`config.mk`:
```
export PLATFORM = sky130hd
export DESIGN_NAME = key_filter
export DESIGN_NICKNAME = d
export VERILOG_FILES = /design/src/rtl/key_filter.sv
export SDC_FILE = /design/constraint.sdc
export NUM_CORES = 1
export LEC_CHECK = 0
export CORE_MARGIN = 2
export CORE_UTILIZATION = 51
export DETAILED_ROUTE_END_ITERATION = 8
export GPL_ROUTABILITY_DRIVEN = 0
export PLACE_DENSITY = 0.68
export SETUP_SLACK_MARGIN = 0.3
export SYNTH_ARGS = -nofsm -noshare
export SYNTH_HDL_FRONTEND = slang
export SYNTH_SLANG_ARGS = --single-unit
```
`constraint.sdc`:
```
create_clock -name clk -period 4.65 [get_ports clk]
set_clock_uncertainty 0.2 [all_clocks]
set_input_delay 0.465 -clock clk [delete_from_list [all_inputs] [get_ports clk]]
set_output_delay 0.465 -clock clk [all_outputs]
set_load 0.02 [all_outputs]
```
`src/rtl/key_filter.sv`:
```
// key_filter: conditions raw push-buttons and slide switches.
// Every input passes a two-flop synchronizer and a stability counter; each key
// runs a press/release FSM that emits one-cycle press and release pulses.
// All outputs are registered; a pin change shows up DEB_CYC+3 cycles later.
// Optional long-press detection is built when KEY_FILTER_LONGPRESS_EN is defined.
module key_filter #(
  parameter int N_KEY    = 4,
  parameter int N_SW     = 4,
  parameter int DEB_CYC  = 240000,
  parameter int LONG_CYC = 12000000
) (
  input  logic             clk,
  input  logic             rst_n,
  input  logic [N_KEY-1:0] key,
  input  logic [N_SW-1:0]  sw,
  output logic [N_KEY-1:0] key_level,
  output logic [N_KEY-1:0] key_press,
  output logic [N_KEY-1:0] key_release,
  output logic [N_KEY-1:0] key_long,
  output logic [N_SW-1:0]  sw_level
);

  localparam int            CW   = $clog2(DEB_CYC + 1);
  localparam logic [CW-1:0] HIT  = CW'(DEB_CYC - 1);
  localparam logic [CW-1:0] CMAX = {CW{1'b1}};

  typedef enum logic [1:0] {
    S_IDLE,
    S_PRESS_WAIT,
    S_HELD,
    S_RELEASE_WAIT
  } kstate_t;

  logic [N_KEY-1:0] r_key_s1, r_key_s2;
  logic [N_SW-1:0]  r_sw_s1, r_sw_s2;

  logic [CW-1:0]    r_kcnt [N_KEY];
  kstate_t          r_kstate [N_KEY];
  kstate_t          w_knext [N_KEY];
  logic [N_KEY-1:0] w_kp, w_kheld, w_kdiff, w_khit;

  logic [CW-1:0]    r_scnt [N_SW];
  logic [N_SW-1:0]  r_sw_deb;
  logic [N_SW-1:0]  w_sdiff, w_shit;

  logic [N_KEY-1:0] r_key_level, r_key_press, r_key_release;
  logic [N_SW-1:0]  r_sw_level;

  // Two-flop synchronizers; keys idle released (1), switches idle off (0).
  always_ff @(posedge clk) begin
    if (!rst_n) begin
      r_key_s1 <= '1;
      r_key_s2 <= '1;
      r_sw_s1  <= '0;
      r_sw_s2  <= '0;
    end else begin
      r_key_s1 <= key;
      r_key_s2 <= r_key_s1;
      r_sw_s1  <= sw;
      r_sw_s2  <= r_sw_s1;
    end
  end

  // Per-key pressed flag, debounced level and counter terminal condition.
  always_comb begin
    w_kp    = '0;
    w_kheld = '0;
    w_kdiff = '0;
    w_khit  = '0;
    for (int i = 0; i < N_KEY; i++) begin
      w_kp[i]    = ~r_key_s2[i];
      w_kheld[i] = (r_kstate[i] == S_HELD) || (r_kstate[i] == S_RELEASE_WAIT);
      w_kdiff[i] = w_kp[i] ^ w_kheld[i];
      w_khit[i]  = w_kdiff[i] && (r_kcnt[i] == HIT);
    end
  end

  // Key FSM state registers.
  always_ff @(posedge clk) begin
    if (!rst_n) begin
      for (int i = 0; i < N_KEY; i++) r_kstate[i] <= S_IDLE;
    end else begin
      for (int i = 0; i < N_KEY; i++) r_kstate[i] <= w_knext[i];
    end
  end

  // Key FSM next state: a wait state falls back without a pulse if the
  // synchronized pin returns before the counter completes.
  always_comb begin
    for (int i = 0; i < N_KEY; i++) begin
      w_knext[i] = r_kstate[i];
      case (r_kstate[i])
        S_IDLE:         if (w_kp[i]) w_knext[i] = w_khit[i] ? S_HELD : S_PRESS_WAIT;
        S_PRESS_WAIT:   if (!w_kp[i]) w_knext[i] = S_IDLE;
                        else if (w_khit[i]) w_knext[i] = S_HELD;
        S_HELD:         if (!w_kp[i]) w_knext[i] = w_khit[i] ? S_IDLE : S_RELEASE_WAIT;
        S_RELEASE_WAIT: if (w_kp[i]) w_knext[i] = S_HELD;
                        else if (w_khit[i]) w_knext[i] = S_IDLE;
        default:        w_knext[i] = S_IDLE;
      endcase
    end
  end

  // Key stability counters: clear while pin agrees with the level or on a flip,
  // otherwise count up, holding at all-ones rather than wrapping.
  always_ff @(posedge clk) begin
    if (!rst_n) begin
      for (int i = 0; i < N_KEY; i++) r_kcnt[i] <= '0;
    end else begin
      for (int i = 0; i < N_KEY; i++) begin
        if (!w_kdiff[i] || w_khit[i]) r_kcnt[i] <= '0;
        else if (r_kcnt[i] != CMAX)   r_kcnt[i] <= r_kcnt[i] + 1'b1;
      end
    end
  end

  // Switch disagreement and counter terminal condition.
  always_comb begin
    w_sdiff = r_sw_s2 ^ r_sw_deb;
    w_shit  = '0;
    for (int i = 0; i < N_SW; i++) w_shit[i] = w_sdiff[i] && (r_scnt[i] == HIT);
  end

  // Switch debouncers: same counter rule, level only.
  always_ff @(posedge clk) begin
    if (!rst_n) begin
      r_sw_deb <= '0;
      for (int i = 0; i < N_SW; i++) r_scnt[i] <= '0;
    end else begin
      for (int i = 0; i < N_SW; i++) begin
        if (w_shit[i]) begin
          r_sw_deb[i] <= ~r_sw_deb[i];
          r_scnt[i]   <= '0;
        end else if (!w_sdiff[i]) begin
          r_scnt[i] <= '0;
        end else if (r_scnt[i] != CMAX) begin
          r_scnt[i] <= r_scnt[i] + 1'b1;
        end
      end
    end
  end

  // Output registers; edges of the registered level give one-cycle pulses.
  always_ff @(posedge clk) begin
    if (!rst_n) begin
      r_key_level   <= '0;
      r_key_press   <= '0;
      r_key_release <= '0;
      r_sw_level    <= '0;
    end else begin
      r_key_level   <= w_kheld;
      r_key_press   <= w_kheld & ~r_key_level;
      r_key_release <= ~w_kheld & r_key_level;
      r_sw_level    <= r_sw_deb;
    end
  end

  assign key_level   = r_key_level;
  assign key_press   = r_key_press;
  assign key_release = r_key_release;
  assign sw_level    = r_sw_level;

`ifdef KEY_FILTER_LONGPRESS_EN
  localparam int            LW   = $clog2(LONG_CYC + 2);
  localparam logic [LW-1:0] LHIT = LW'(LONG_CYC);
  localparam logic [LW-1:0] LSAT = LW'(LONG_CYC + 1);

  logic [LW-1:0]    r_lcnt [N_KEY];
  logic [N_KEY-1:0] r_key_long;

  // Long-press counters run while the key is held (release glitches included),
  // stop one past the trigger value so the pulse fires once per hold.
  always_ff @(posedge clk) begin
    if (!rst_n) begin
      r_key_long <= '0;
      for (int i = 0; i < N_KEY; i++) r_lcnt[i] <= '0;
    end else begin
      for (int i = 0; i < N_KEY; i++) begin
        r_key_long[i] <= w_kheld[i] && (r_lcnt[i] == LHIT);
        if (!w_kheld[i])          r_lcnt[i] <= '0;
        else if (r_lcnt[i] != LSAT) r_lcnt[i] <= r_lcnt[i] + 1'b1;
      end
    end
  end

  assign key_long = r_key_long;
`else
  // Long-press detection not built: output tied low, LONG_CYC has no hardware.
  assign key_long = {N_KEY{1'b0}} & {N_KEY{LONG_CYC > 0}};
`endif

endmodule

```
==> flow_metrics.tcl, run 1 <==
set metrics [dict create \
    grt_overflow_total 0 \
    hold_viol_final 0 \
    fmax_ghz 0.307 \
    core-area_sq_mm 0.0180 \
    max-clock-path-buffers 2 \
    ys_ff_latch 184 \
    antenna_found_initial 0 \
    rsz0062_at_grt "no" \
    start_util 0.523 \
    avgRoutedWirePerCell_um 15.1 \
    cp_common_cell "or4_1" \
    grt_pass1_wl_mm 30.2 \
    hold_path_class "reg2reg" \
    synth-edff-count 144 \
    design_area_sq_mm 0.0105 \
    worst_pin_slew_ns 0.892 \
    wl_mm 17.5 \
    ir_drop_mv 0.265 \
    fin_crit_ns 3.25 \
    root_buffer "clkbuf_16" \
    fill_cells 1568 \
    synth_top_flop_cell "edfxtp_1" \
    ant_nets 0 \
    start_kind "flip-flop" \
    insertion_delay_ns 0.43 \
    htreeDepth 4 \
    synth_cell_type_count 50 \
    worstPathCellList "or3_1 -> or4_1 -> o21bai_2 -> or4_1" \
    grt_use_total 0.186 \
    cp_max_fo 18 \
    die_w_um 140 \
    crit_arrival_ns 3.10 \
    crit_required_ns 4.50 \
    fin_setup_tns_ns 0 \
    holdBufCountCts 0 \
    vias_per_cell 5.77 \
    final_nets 938 \
    cts_resized 0 \
    critPathKind "reg2reg" \
    status "finished clean" \
    relSlewSlack 0.405 \
    numCtsBuffers 17 \
    first_pass_iters 4 \
    cts_tree "yes" \
    crit_path_top_delay_cell "or4_1" \
    n_antenna_cell 0 \
    max-cap-violations 0 \
    grt_max_degree 25 \
    avgSynthCellArea_sq_um 10.6 \
    cts.reportedPaths.clkPinSlew_ns 0.07 \
    postCtsSetupRepairBufs 0 \
    async_reset_ff_frac 0 \
    slew_viol_final 0 \
    ys_seq_area_frac 0.544 \
    first_iter_violations 379 \
    dp_hpwl_mm 11.9 \
    synth.cell_area_sq_mm 0.00943 \
    drc 0 \
    endpoint_kind "flip-flop" \
    grt_pass1_vias 6332 \
    power_density_mw_per_mm2 308 \
    die_h_um 140 \
    period_share 0.700 \
    post_route_cells_drive_above_1_share 0.0611 \
    syn_inst 891 \
    vias 6699 \
    post_dp_cell_area_sq_mm 0.00994 \
    ios 30 \
    die-area_sq_mm 0.0196 \
    io_buffers 25 \
    cellLeakagePower_nw 3.37 \
    clock-sinks 184 \
    max_stage_delay_ns 0.72 \
    ys_warn_count 0 \
    fp-row-count 49 \
    synthToLayoutAreaGrowth_pct 11.8 \
    setup-violations-final 0 \
]
[routing by layer]
layer | part of all wire | wire, um | GRT usage | up-vias
met5 | 0 | 0 | 0 | -
met2 | 0.46 | 8070 | 0.292 | 81
li1 | - | - | - | 3408
met4 | 0.016 | 278 | 0.0663 | 0
met1 | 0.50 | 8790 | 0.264 | 3189
met3 | 0.024 | 413 | 0.0287 | 21
[synth_stat cells (2+ instances only)]
master	count	area [sq um]
nor3_1	96	480
dfxtp_1	40	801
o21ai_0	29	145
nand3_1	59	295
nor4bb_1	3	30.0
nor2_1	44	165
o31ai_1	11	82.6
nor4b_1	4	35.0
clkbuf_1	18	67.6
xor2_1	47	412
buf_2	9	45.0
ha_1	8	100
and3_1	17	106
inv_1	21	78.8
buf_4	4	30.0
and2_1	20	125
o21bai_2	3	33.8
o21ai_1	3	15.0
xnor2_1	53	464
nand2_1	54	203
nor2b_1	4	25.0
a21oi_1	24	120
nand4bb_1	2	22.5
and4_1	10	87.6
edfxtp_1	144	4320
nand2b_1	13	81.3
a211oi_1	19	143
nor3b_1	6	45.0
or3_1	31	194
or4_1	24	180
nor4_1	13	81.3
nand4_1	40	250
[where the power goes]
group	internal [mW]	leakage (nW)	total (mW)	switching, mW
registers	1.76	2.10	1.76	0.00503
logic	0.0175	0.963	0.0427	0.0252
clock network	0.816	0.306	1.44	0.623
total	2.59	3.37	3.24	0.653
[metrics by stage]
stage / std cells / setup slack (ns) / utilization / total power [mW] / hold slack, ns
finish: 1162 / 1.40 / 0.585 / 3.24 / 0.207
global route: 1162 / 1.18 / 0.585 / 3.34 / 0.216
detailed placement: 1130 / 1.42 / 0.551 / 1.84 / 0.192
CTS: 1162 / 1.40 / 0.585 / 3.27 / 0.211
floorplan: 894 / 1.83 / - / 1.82 / 0.186
global placement: 1130 / 1.48 / 0.551 / 1.84 / 0.198
[kinds of logic (layout without fill, tap and decap cells)]
kind of cell    count (synthesis)  count (layout)  synth area share
compound gates                 95              95            0.0624
xor+xnor                      100             100            0.0929
fa+ha+maj                       8               8            0.0106
buf+inv                        55              94            0.0256
flops                         184             184             0.544
mux                             2               2           0.00226
other cells                     1               4          0.000398
simple gates                  446             446             0.262
[worst paths after layout]
check / slack, ns / depth (start not counted) / endpoint / startpoint
max: 1.40 / 4 / r_scnt[1][0] / r_scnt[1][9]
min: 0.21 / 1 / r_key_s2[2] / r_key_s1[2]
max reg2reg: 1.40 / 4 / r_scnt[1][0] / r_scnt[1][9]
min reg2reg: 0.21 / 1 / r_key_s2[2] / r_key_s1[2]
[layout make-up]
type / count / area (sq um) / area share
clock buffer: 21 / 526 / 0.0499
inverter: 22 / 82.6 / 0.00784
multi-input combinational: 655 / 4080 / 0.387
tap: 229 / 287 / 0.0272
timing repair buffer: 40 / 363 / 0.0344
clock inverter: 11 / 73.8 / 0.00700
sequential: 184 / 5120 / 0.486
[sequential cells by signal, summed over array words and instances, names as in the netlist]
signal / cells
r_key_s2: 4
r_scnt: 72
r_key_s1: 4
r_kstate: 4
r_kcnt: 72
r_sw_deb: 4
sw_level: 4
r_sw_s1: 4
r_sw_s2: 4
key_release: 4
key_press: 4
key_level: 4
[worst max-delay path, delay by kind of cell (launching register included)]
| family | cells | cell delay (ns) |
|---|---|---|
| AND/OR/NAND/NOR | 3 | 1.63 |
| AO/OA/AOI/OAI | 1 | 0.60 |
| flip-flops | 1 | 0.45 |
[cell usage in the layout, fill, tap and decap left out, drive strengths merged, types with 3 or more instances in the layout]
master,count
and3,17
nor2b,4
and2,21
nand4,41
clkinv,5
clkbuf,21
xor2,47
buf,15
edfxtp,144
o21bai,3
a211oi,19
nand2,54
or4,24
nor3,96
nor4bb,3
nor4b,4
and4,10
o31ai,11
xnor2,53
nand2b,13
nand3,59
ha,8
a21oi,24
nor2,44
clkdlybuf4s50,25
nor3b,6
conb,4
dfxtp,40
nor4,14
o21ai,32
inv,28
or3,31
No activity file was read; power rests on OpenSTA's default activity.
==> inputs of run 2 (changes only) <==
clock period = 3 ns   (was 4.65 ns; I/O delays follow)
==> flow_metrics.tcl, run 2 (synthesis results as in run 1) <==
set metrics [dict create \
    status "finished clean" \
    max-clock-path-buffers 2 \
    fin_setup_tns_ns 0 \
    die_h_um 140 \
    cts_tree "yes" \
    hold_viol_final 0 \
    crit_arrival_ns 2.51 \
    fmax_ghz 0.396 \
    reg2reg_slack_ns 0.48 \
    core-area_sq_mm 0.0180 \
    gr-usage-met1 0.261 \
    crit_start "r_kcnt[0][0]" \
    rsz0062_at_grt "no" \
    n_antenna_cell 0 \
    grt-busiest-layer "met2" \
    final_common_cell "edfxtp_1" \
    crit_required_ns 2.98 \
    setup-violations-final 0 \
    r2r_end "r_kcnt[0][14]" \
    grt_max_degree 19 \
    post_route_cells_drive_above_1_share 0.0751 \
    use_met3 0.0431 \
    cellLeakagePower_nw 3.43 \
    critPathKind "reg2reg" \
    whs_path_depth 1 \
    final_cell_mix "edfxtp_1 (144), nor3_1 (96), nand3_1 (59)" \
    start_util 0.523 \
    die-area_sq_mm 0.0196 \
    pwr-share-comb 0.014 \
    largest_registers "r_kcnt: 72 flops, r_scnt: 72 flops" \
    max-cap-violations 0 \
    ir_drop_mv 0.394 \
    dp_hpwl_mm 12.2 \
    p_switching_mw 0.999 \
    gr-usage-met2 0.297 \
    endpoint_kind "flip-flop" \
    slew_viol_final 0 \
    first_pass_iters 5 \
    ios 30 \
    wl_mm 18.0 \
    htreeDepth 4 \
    numCtsBuffers 17 \
    fp-row-count 49 \
    root_buffer "clkbuf_16" \
    cp_max_fo 9 \
    relSlewSlack 0.487 \
    hold_path_end "r_key_s2[3]" \
    postCtsSetupRepairBufs 0 \
    first_iter_violations 445 \
    vias_per_cell 5.83 \
    die_w_um 140 \
    clkPwrFrac 0.438 \
    holdBufCountCts 0 \
    final_nets 951 \
    insertion_delay_ns 0.43 \
    power_density_mw_per_mm2 469 \
    reg2reg_from "r_kcnt[0][0]" \
    ant_nets 0 \
    power.share.sequential 0.548 \
    grt_pass1_wl_mm 30.4 \
    grt_pass1_vias 6372 \
    fin_crit_ns 2.52 \
    antenna_found_initial 0 \
    design_area_sq_mm 0.0106 \
    reg2regPathDepth 5 \
    synthToLayoutAreaGrowth_pct 12.7 \
    period_share 0.841 \
    avgRoutedWirePerCell_um 15.4 \
    post_dp_cell_area_sq_mm 0.0100 \
    clock-sinks 184 \
    swShare 0.201 \
    cts.reportedPaths.clkPinSlew_ns 0.07 \
    grt_use_total 0.188 \
    worst_pin_slew_ns 0.770 \
    start_kind "flip-flop" \
    internal_power_mw 3.98 \
    vias 6848 \
    grt_overflow_total 0 \
    hold_path_class "reg2reg" \
    hold_start "r_key_s1[3]" \
    io_buffers 25 \
    drc 0 \
]
-- run 2: cell types whose count changed in the layout (fill, tap and decap cells not counted), moves of 2 or more --
cell and delta:
buf_4 +13, bufinv_16 +2, clkbuf_1 +3, clkbuf_16 -4, clkinv_2 +2, inv_4 -6
nand2_1 -2
-- run 2: cell type report --
class | count | area (sq um)
clock buffers | 20 | 437
clock inverters | 12 | 128
fillers | 1498 | 7400
inverters | 22 | 82.6
multi-input cells | 655 | 4110
flip-flops and latches | 184 | 5120
well taps | 229 | 287
repair buffers | 53 | 460
-- run 2: per-stage QoR --
step / setup WS, ns / utilization / cells / hold WS, ns / power, mW
final: 0.476 / 0.589 / 1175 / 0.204 / 4.98
after global routing: 0.312 / 0.589 / 1175 / 0.215 / 5.13
after CTS: 0.311 / 0.589 / 1175 / 0.205 / 5.02
after detailed placement: 0.292 / 0.557 / 1143 / 0.192 / 2.86
after global placement: 0.402 / 0.557 / 1143 / 0.190 / 2.86
after floorplan: 0.303 / - / 894 / 0.186 / 2.83
-- run 2: what timing repair did --
item                                    in CTS  in global routing
endpoints found under the setup margin      16                 60
hold endpoints to repair                     0                  0
resized for setup                            1                  4
gates cloned                                 0                  0
-- run 2: critical path, stage by stage, from the launching register on --
cell and delay, ns:
edfxtp_1 0.43, ha_1 0.28, nand3_1 0.20, or4_1 0.57
or3_1 0.41, buf_4 0.19
-- run 2: worst max path at each step --
stage                    end  slack [ns]
5_1_grt         r_scnt[3][4]        0.31
2_1_floorplan   r_scnt[0][0]        0.30
3_5_place_dp    r_scnt[3][5]        0.29
6_report       r_kcnt[0][14]        0.48
3_3_place_gp    r_scnt[3][4]        0.40
4_1_cts         r_scnt[3][4]        0.31
-- run 2: metal layers --
layer  up-vias  part of all wire
met5         -                 0
met4         0             0.012
met3        16             0.034
met2       109              0.47
met1      3282              0.48
li1       3441                 -
-- run 2: power groups by stage --
stage / clock, mW / combinational [mW] / sequential [mW]
after floorplan: 0 / 0.0440 / 2.78
after global placement: 0 / 0.0695 / 2.79
after detailed placement: 0 / 0.0697 / 2.79
after CTS: 2.22 / 0.0703 / 2.73
after global routing: 2.32 / 0.0763 / 2.73
final: 2.18 / 0.0693 / 2.73
==> inputs of run 3 (changes only) <==
PLACE_DENSITY = 0.71   (was 0.68)
clock period = 2.1 ns   (was 3 ns; I/O delays follow)
==> flow_metrics.tcl, run 3 (synthesis results as in run 1) <==
set metrics [dict create \
    status "finished, violations left" \
    failed_checks "negative setup slack" \
    drc 0 \
    ios 30 \
    die-area_sq_mm 0.0196 \
    final_common_cell "buf_4" \
    design_area_sq_mm 0.0146 \
    period_share 1.10 \
    hold_path_end "r_key_s1[1]" \
    cts.reportedPaths.clkPinSlew_ns 0.06 \
    start_util 0.523 \
    critPathKind "reg2reg" \
    antenna_found_initial 0 \
    whs_path_depth 2 \
    rsz0062_at_grt "yes" \
    die_h_um 140 \
    die_w_um 140 \
    hold_start "key[1]" \
    io_buffers 25 \
    start_kind "flip-flop" \
    largest_registers "r_kcnt: 72 flops, r_scnt: 72 flops" \
    slew_viol_final 0 \
    max-clock-path-buffers 2 \
    cellLeakagePower_nw 5.24 \
    ant_nets 0 \
    crit_arrival_ns 2.25 \
    crit_required_ns 2.03 \
    post-route-util 0.811 \
    synthToLayoutAreaGrowth_pct 55.2 \
    fmax_ghz 0.433 \
    reg2reg_from "r_kcnt[3][12]" \
    setup-violations-final 187 \
    dp_hpwl_mm 13.7 \
    ir_drop_mv 0.585 \
    cp_max_fo 9 \
    root_buffer "clkbuf_16" \
    hold_viol_final 0 \
    setup_slack_ns -0.212 \
    pre_cts_ws_ns -0.234 \
    avgRoutedWirePerCell_um 19.0 \
    reg2regPathDepth 4 \
    vias 8584 \
    grt_max_degree 19 \
    fp-row-count 49 \
    post_dp_cell_area_sq_mm 0.0116 \
    vias_per_cell 5.98 \
    post_route_cells_drive_above_1_share 0.436 \
    holdBufCountCts 0 \
    core-area_sq_mm 0.0180 \
    first_pass_iters 5 \
    final_cell_mix "buf_4 (197), edfxtp_1 (144), xnor2_1 (53)" \
    endpoint_kind "flip-flop" \
    grt_pass1_wl_mm 41.6 \
    insertion_delay_ns 0.44 \
    fin_crit_ns 2.31 \
    power_density_mw_per_mm2 515 \
    cts_tree "yes" \
    r2r_end "r_kcnt[3][8]" \
    numCtsBuffers 17 \
    grt_pass1_vias 8543 \
    clock-sinks 184 \
    max-cap-violations 0 \
    final_nets 1211 \
    reg2reg_slack_ns -0.21 \
    grt_overflow_total 0 \
    n_antenna_cell 0 \
    htreeDepth 4 \
    grt_use_total 0.262 \
    wl_mm 27.3 \
    first_iter_violations 612 \
    hold_path_class "in2reg" \
]
==> run 3: cell types whose count changed in the layout (fill, tap and decap cells not counted), moves of 13 or more <==
| cell | previous run | this run |
|---|---|---|
| or3_1 | 31 | 18 |
| a211oi_2 | 0 | 15 |
| nor3_4 | 0 | 27 |
| or3_4 | 0 | 19 |
| or4_1 | 23 | 10 |
| or4_4 | 1 | 17 |
| nor3_2 | 0 | 42 |
| buf_4 | 28 | 197 |
| buf_6 | 0 | 40 |
| a211oi_1 | 19 | 4 |
| nor3_1 | 96 | 27 |
| a21oi_1 | 24 | 11 |
==> run 3: report_power, final <==
group / internal (mW) / switching [mW] / leakage, nW
sequential: 3.89 / 0.0110 / 2.10
clock: 2.01 / 1.40 / 0.310
combinational: 0.108 / 0.108 / 2.83
==> run 3: per-stage QoR <==
stage          hold slack (ns)  std cells  TNS (ns)  total power [mW]
5_1_grt                  0.165       1435    -28.09              7.72
4_1_cts                  0.136       1399     -9.40              7.53
6_report                 0.144       1435    -16.14              7.53
3_3_place_gp             0.192       1261    -18.53              4.11
3_5_place_dp             0.203       1261    -25.18              4.11
2_1_floorplan            0.111        894    -21.53              4.06
==> run 3: routing by layer <==
layer / wire length, um / up-vias / GRT usage
met1: 11300 / 4186 / 0.337
met5: 0 / - / 0
li1: - / 4019 / -
met2: 13800 / 293 / 0.441
met4: 948 / 0 / 0.111
met3: 1230 / 86 / 0.0414
==> run 3: area by class of cell <==
type / instances / area, sq um
multi-input combinational: 678 / 5720
clock inverter: 12 / 145
timing repair buffer: 290 / 2780
clock buffer: 20 / 479
tap: 229 / 287
sequential: 184 / 5120
inverter: 22 / 83.8
fill: 991 / 3400
==> run 3: timing repair <==
| item | 4_1_cts | 5_1_grt |
|---|---|---|
| endpoints found under the setup margin | 294 | 296 |
| buffers inserted | 76 | 30 |
| pin swaps | 63 | 72 |
| gates cloned | 30 | 6 |
| resized for setup | 131 | 95 |
==> run 3: worst max path at each step <==
stage                   from            end  slack, ns
3_5_place_dp           rst_n  r_scnt[0][17]      -0.23
4_1_cts        r_kcnt[3][12]   r_kcnt[3][9]      -0.15
2_1_floorplan  r_kcnt[3][12]   r_kcnt[3][0]      -0.34
3_3_place_gp   r_kcnt[3][12]   r_kcnt[3][5]      -0.19
6_report       r_kcnt[3][12]   r_kcnt[3][8]      -0.21
5_1_grt        r_kcnt[3][12]  r_kcnt[3][16]      -0.27
==> run 3: critical path: stages, from the launching register on <==
cell and delay [ns]:
edfxtp_1 0.40, or4_4 0.53, or4_4 0.45, o21ai_4 0.20, nand2b_4 0.24
